`config.mk`:
```
export PLATFORM = sky130hd
export DESIGN_NAME = function_mod
export DESIGN_NICKNAME = d
export VERILOG_FILES = /design/src/rtl/function_mod_pkg.sv /design/src/rtl/bit_reverse.sv /design/src/rtl/function_mod_checker.sv /design/src/rtl/function_mod.sv
export SDC_FILE = /design/constraint.sdc
export NUM_CORES = 1
export LEC_CHECK = 0
export ABC_AREA = 1
export CORE_AREA = 2 2 39 41
export CTS_CLUSTER_DIAMETER = 80
export CTS_CLUSTER_SIZE = 16
export DETAILED_ROUTE_END_ITERATION = 8
export DIE_AREA = 0 0 41 43
export PLACE_DENSITY = 0.56
export SKIP_CTS_REPAIR_TIMING = 1
export SYNTH_ARGS = -nofsm -noshare
export SYNTH_HDL_FRONTEND = slang
export SYNTH_SLANG_ARGS = --single-unit
export TNS_END_PERCENT = 100
```
`constraint.sdc`:
```
create_clock -name clk -period 0.8 [get_ports clk]
set_clock_uncertainty 0.2 [all_clocks]
set_input_delay 0.12 -clock clk [delete_from_list [all_inputs] [get_ports clk]]
set_output_delay 0.12 -clock clk [all_outputs]
set_load 0.05 [all_outputs]
```
`src/rtl/function_mod_pkg.sv`:
```
// Shared constants and the bit-order reversal helper used by function_mod.
package function_mod_pkg;

    // Operand width used when the instantiating design does not override it.
    localparam int FM_DEFAULT_WIDTH = 4;

    // Widest operand bit_rev can mirror; wider instances need this raised.
    localparam int FM_MAX_WIDTH = 64;

    // Mirror the low `width` bits of x: result bit i = x[width-1-i].
    // The operand is zero-extended to FM_MAX_WIDTH by the caller. The whole
    // vector is mirrored, which parks the useful bits at the top, and the
    // shift then brings them back down to bit 0. Any X bit moves only to its
    // mirrored position because both steps are pure bit moves.
    function automatic logic [FM_MAX_WIDTH-1:0] bit_rev(
        input logic [FM_MAX_WIDTH-1:0] x,
        input int                      width
    );
        logic [FM_MAX_WIDTH-1:0] full_rev;
        full_rev = {<<{x}};
        return full_rev >> (FM_MAX_WIDTH - width);
    endfunction

endpackage

```
`src/rtl/bit_reverse.sv`:
```
// Combinational lane: mirrors the bit order of one WIDTH-bit operand.
module bit_reverse
    import function_mod_pkg::*;
#(
    parameter int WIDTH = FM_DEFAULT_WIDTH
) (
    input  logic [WIDTH-1:0] in,
    output logic [WIDTH-1:0] out
);

    // Widen into the helper's fixed width, mirror, and keep the low WIDTH bits.
    always_comb begin
        out = WIDTH'(bit_rev(FM_MAX_WIDTH'(in), WIDTH));
    end

endmodule

```
`src/rtl/function_mod_checker.sv`:
```
// Property checks for function_mod: 1-cycle mirrored results, cleared in reset.
module function_mod_checker
    import function_mod_pkg::*;
#(
    parameter int WIDTH = FM_DEFAULT_WIDTH
) (
    input logic             clk,
    input logic             rst,
    input logic [WIDTH-1:0] a,
    input logic [WIDTH-1:0] b,
    input logic [WIDTH-1:0] c,
    input logic [WIDTH-1:0] d
);

    // High only once a clean edge has loaded the outputs since the last reset,
    // so a reset pulse between edges does not trip the data check.
    logic loaded_r;

    // Track whether the output registers hold a value loaded from the inputs.
    always_ff @(posedge clk or posedge rst) begin
        if (rst) begin
            loaded_r <= 1'b0;
        end else begin
            loaded_r <= 1'b1;
        end
    end

    // Each output is the mirror of the operand sampled on the previous edge.
    assert property (@(posedge clk) disable iff (rst)
        loaded_r |-> (c == WIDTH'(bit_rev(FM_MAX_WIDTH'($past(a)), WIDTH))));
    assert property (@(posedge clk) disable iff (rst)
        loaded_r |-> (d == WIDTH'(bit_rev(FM_MAX_WIDTH'($past(b)), WIDTH))));

    // Outputs stay cleared for as long as reset is held.
    assert property (@(posedge clk) rst |-> ((c == '0) && (d == '0)));

endmodule

```
`src/rtl/function_mod.sv`:
```
// Bit-order reversal of two independent operands with a one-cycle register stage.
module function_mod
    import function_mod_pkg::*;
#(
    parameter int WIDTH = FM_DEFAULT_WIDTH
) (
    input  logic             clk,
    input  logic             rst,
    input  logic [WIDTH-1:0] a,
    input  logic [WIDTH-1:0] b,
    output logic [WIDTH-1:0] c,
    output logic [WIDTH-1:0] d
);

    logic [WIDTH-1:0] c_next_s;
    logic [WIDTH-1:0] d_next_s;
    logic [WIDTH-1:0] c_r;
    logic [WIDTH-1:0] d_r;

    bit_reverse #(.WIDTH(WIDTH)) u_rev_a (
        .in  (a),
        .out (c_next_s)
    );

    bit_reverse #(.WIDTH(WIDTH)) u_rev_b (
        .in  (b),
        .out (d_next_s)
    );

    // Output bank: loads both mirrored lanes every edge, clears at once on reset.
    always_ff @(posedge clk or posedge rst) begin
        if (rst) begin
            c_r <= '0;
            d_r <= '0;
        end else begin
            c_r <= c_next_s;
            d_r <= d_next_s;
        end
    end

    assign c = c_r;
    assign d = d_r;

    function_mod_checker #(.WIDTH(WIDTH)) u_checker (
        .clk (clk),
        .rst (rst),
        .a   (a),
        .b   (b),
        .c   (c),
        .d   (d)
    );

endmodule

```
After elaboration in Yosys (flattened, before gate mapping)

Cells that the tools add are included.

Input bits: 10
Register bits: 8
Logic and storage cells: 2

Logic depth before layout (Yosys ltp)

Depth after elaboration: 0
Mapped depth: 1
Mapped depth without buffers: 1

Modules after synthesis

Synthesis repeated with hierarchy kept, for this count alone.

Cells, all modules: 17
Area, all modules: 264.0 um^2

By module, submodules not included:

| module       | cells an instance | instances | sequential area each (um^2) | area each (um^2) |
|---|---|---|---|---|
| function_mod | 9                 | 1         | 200.2                       | 203.9 |
| bit_reverse  | 4                 | 2         | 0.0                         | 30.0 |

Worst setup path after synthesis

No wires, ideal clock.

Kind: reg2out
Start point: reg c_r[0] (netlist: c[0])
End point: out c[0]
Data required time: 0.480 ns
Slack: -0.106 ns
Stages on the path, launching flop included: 1
Arrival time: 0.586 ns
Path buffers: 0
Cell sequence: dfrtp_1

RTL lines:

| element                | RTL line           | source |
|---|---|---|
| from (decl)            | function_mod.sv:17 | `logic [WIDTH-1:0] c_r;` |
| from (signal assigned) | function_mod.sv:36 | `c_r <= c_next_s;` |
| to (decl)              | function_mod.sv:11 | `output logic [WIDTH-1:0] c,` |

No word-level cell between the ends.

Worst setup path in the final report

Start point: reg c_r[1] (netlist: c[1])
End point: out c[1]

No word-level cell between the ends.

==> metrics.txt <==
run status=complete, but fails checks; violated checks=negative hold slack, negative setup slack; category of the worst setup path launch point=flip-flop; final antenna diode count=0; worst hold margin=-0.0867 ns; number of distinct library cells after synthesis=2; Setup Viol. Count Final=8; pin slew with the least headroom to its limit=between 0.2 and 0.3 ns; flop and latch count out of synthesis=8; count of buffering cells on the critical path with inverters included=1; cell area after synthesis=204 um^2; cell class contributing the biggest share of worst-path delay=flip-flops; initial standard-cell utilization of the core=0.147; register area=210 um^2; DRC violations left=0; count of yosys warnings during synthesis=0; Area Growth Syn to Fin=148%; post-detailed-route wirelength per cell=10.2 um; leakage power=0.215 nW; number of antenna violations at the first check in global routing=0; Final ANT Viol Nets=0; first-iteration detailed-routing DRC count=3; number of multi-input logic gates=0; main flop type after synthesis=sky130_fd_sc_hd__dfrtp_1; Inserted Clock Buffers=3; global routing's busiest layer=met4; Seq pwr share=0.473; critical path fanouts, max=1; clock sinks=8; cell at the root of the clock tree=sky130_fd_sc_hd__clkbuf_4; port bufs=17; portion of synthesized cell area occupied by the leading cell type=0.982; via count=151; max-slew violation total from the final report=0; proportion of synthesized chip area in sequential cells=0.982; maximum vdd drop=about 460 uV; global routing met1 resource utilization=0.0751; register clock-pin slew on the reported worst setup and hold paths=about 0.050 ns; slack of the critical path=-0.331 ns; critical path arrival=0.81 ns; top cells by instance count after synthesis=sky130_fd_sc_hd__dfrtp_1 (8), sky130_fd_sc_hd__inv_1 (1); Total GRT Usage=0.0736; number of maximum-capacitance violations=0; Post-synth ARST share=1.00; Net Count, Synth=19; switching component of the power=0.000229 W; final critical delay including setup and external delays=1.13 ns; CP cell instances=buf_12; Avg Cell Area, Syn=22.7 um^2; total of fill cells in the finished design=136; TritonCTS clock tree=built; worst hold path class=input pin to async pin; synth top area cells=sky130_fd_sc_hd__dfrtp_1 (98%), sky130_fd_sc_hd__inv_1 (1.8%); global-route wire length before repair=approximately 740 um; most used standard cell by instance count after synthesis=sky130_fd_sc_hd__dfrtp_1; die height=43 um; Final Non-Filler Cells=45; cell with the largest stage delay on the worst path=sky130_fd_sc_hd__dfrtp_2; Achievable Freq=0.884 GHz; element type at the critical path end=primary output; power density normalized to cell area=approximately 1900 nW/um^2; Top Ports=18; Die Outline Area=1760 um^2; placed cell count=42; Setup Slack @ Placement=-0.0763 ns; Hold Violations, Final=8; share of post-route cells with drive strength above 1=0.655; DRT Wirelength=roughly 460 um; total power after layout=0.000947 W; met2 global-route usage=0.0875; fraction of power consumed by combinational cells=0.225; Switching Share=0.242; Worst path max stage delay=0.42 ns; remaining global-route overflow=0; Initial DRT Pass Iterations=2; Period Utilization, post-route=1.41; internal power summed over all cells=a little over 0.0007 W; crit path kind=flip-flop to primary output; drt via density=about 3.4; Core Rows=14; buffers from clock root to sink, at most=2; headroom to the max-slew limit=0.815; placer congestion estimate=0.657; origin of the worst setup path=c[1]$_DFF_PP0_; synthesized instance count=9; pin count of the biggest net entering global routing=9; maximum level of the CTS H-tree=1; count of flip-flops with a built-in enable after synthesis=0; GR met3 Demand/Resource=0.0366; RSZ-0062 raised after global routing=true; DIE WIDTH=around 40 um; nets=41; via count of the first global-routing pass=about 190; placeable core region=1380 um^2; area of the multi-input gates=0 um^2; clock share of power=0.302; worst endpoint required time=0.48 ns; largest area contributor in the netlist=sky130_fd_sc_hd__dfrtp_1
==> registers in the layout, indices dropped and copies added, names as in the netlist <==
register  cells
c             4
d             4
==> stage by stage <==
step	hold WS, ns	instance area [um^2]	util	setup TNS [ns]
floorplan	-0.264	214	-	-0.0375
global placement	0.171	484	0.350	-0.896
detailed placement	0.172	484	0.350	-1.11
CTS	-0.0875	507	0.366	-2.68
global route	-0.0430	507	0.366	-2.73
finish	-0.0867	507	0.366	-2.57
==> layout by cell type, fill, tap and decap left out <==
cell	instances
sky130_fd_sc_hd__clkdlybuf4s50_1	9
sky130_fd_sc_hd__dfrtp_2	8
sky130_fd_sc_hd__buf_12	8
sky130_fd_sc_hd__clkbuf_4	3
sky130_fd_sc_hd__inv_1	1
==> per-layer routing <==
metal | share of wire | wire (um) | vias to the layer above
li1 | - | - | 66
met1 | 0.37 | 169 | 67
met2 | 0.44 | 203 | 18
met3 | 0.19 | 87 | 0
met4 | 0 | 0 | 0
met5 | 0 | 0 | -
==> worst paths after layout <==
| check | end | slack [ns] | cells after the start |
|---|---|---|---|
| max in group asynchronous | c[2]$_DFF_PP0_ | 0.25 | 2 |
| worst max-delay path | c[1] | -0.33 | 1 |
| min in group clk | d[3]$_DFF_PP0_ | 0.11 | 1 |
| worst min-delay path | c[1]$_DFF_PP0_ | -0.09 | 2 |
==> logic make-up (layout without fill, tap and decap cells) <==
logic type,Yosys count,count (layout),share of synthesized area
buf+inv,1,21,0.0184
flops,8,8,0.982
==> power groups by stage <==
stage	Clock, W	Sequential [W]	Combinational (W)
after detailed placement	0	0.000456	0.000215
after floorplan	0	0.000518	0.00000628
after global routing	0.000309	0.000450	0.000222
after CTS	0.000301	0.000449	0.000215
after global placement	0	0.000454	0.000213
final	0.000286	0.000448	0.000213
==> final cells by class <==
cell class / count / share of cell area
Inverter: 1 / 0.00741
Sequential cell: 8 / 0.415
Tap cell: 16 / 0.0395
Timing Repair Buffer: 17 / 0.494
Clock buffer: 3 / 0.0444
Power figures use the tool's default switching activity.
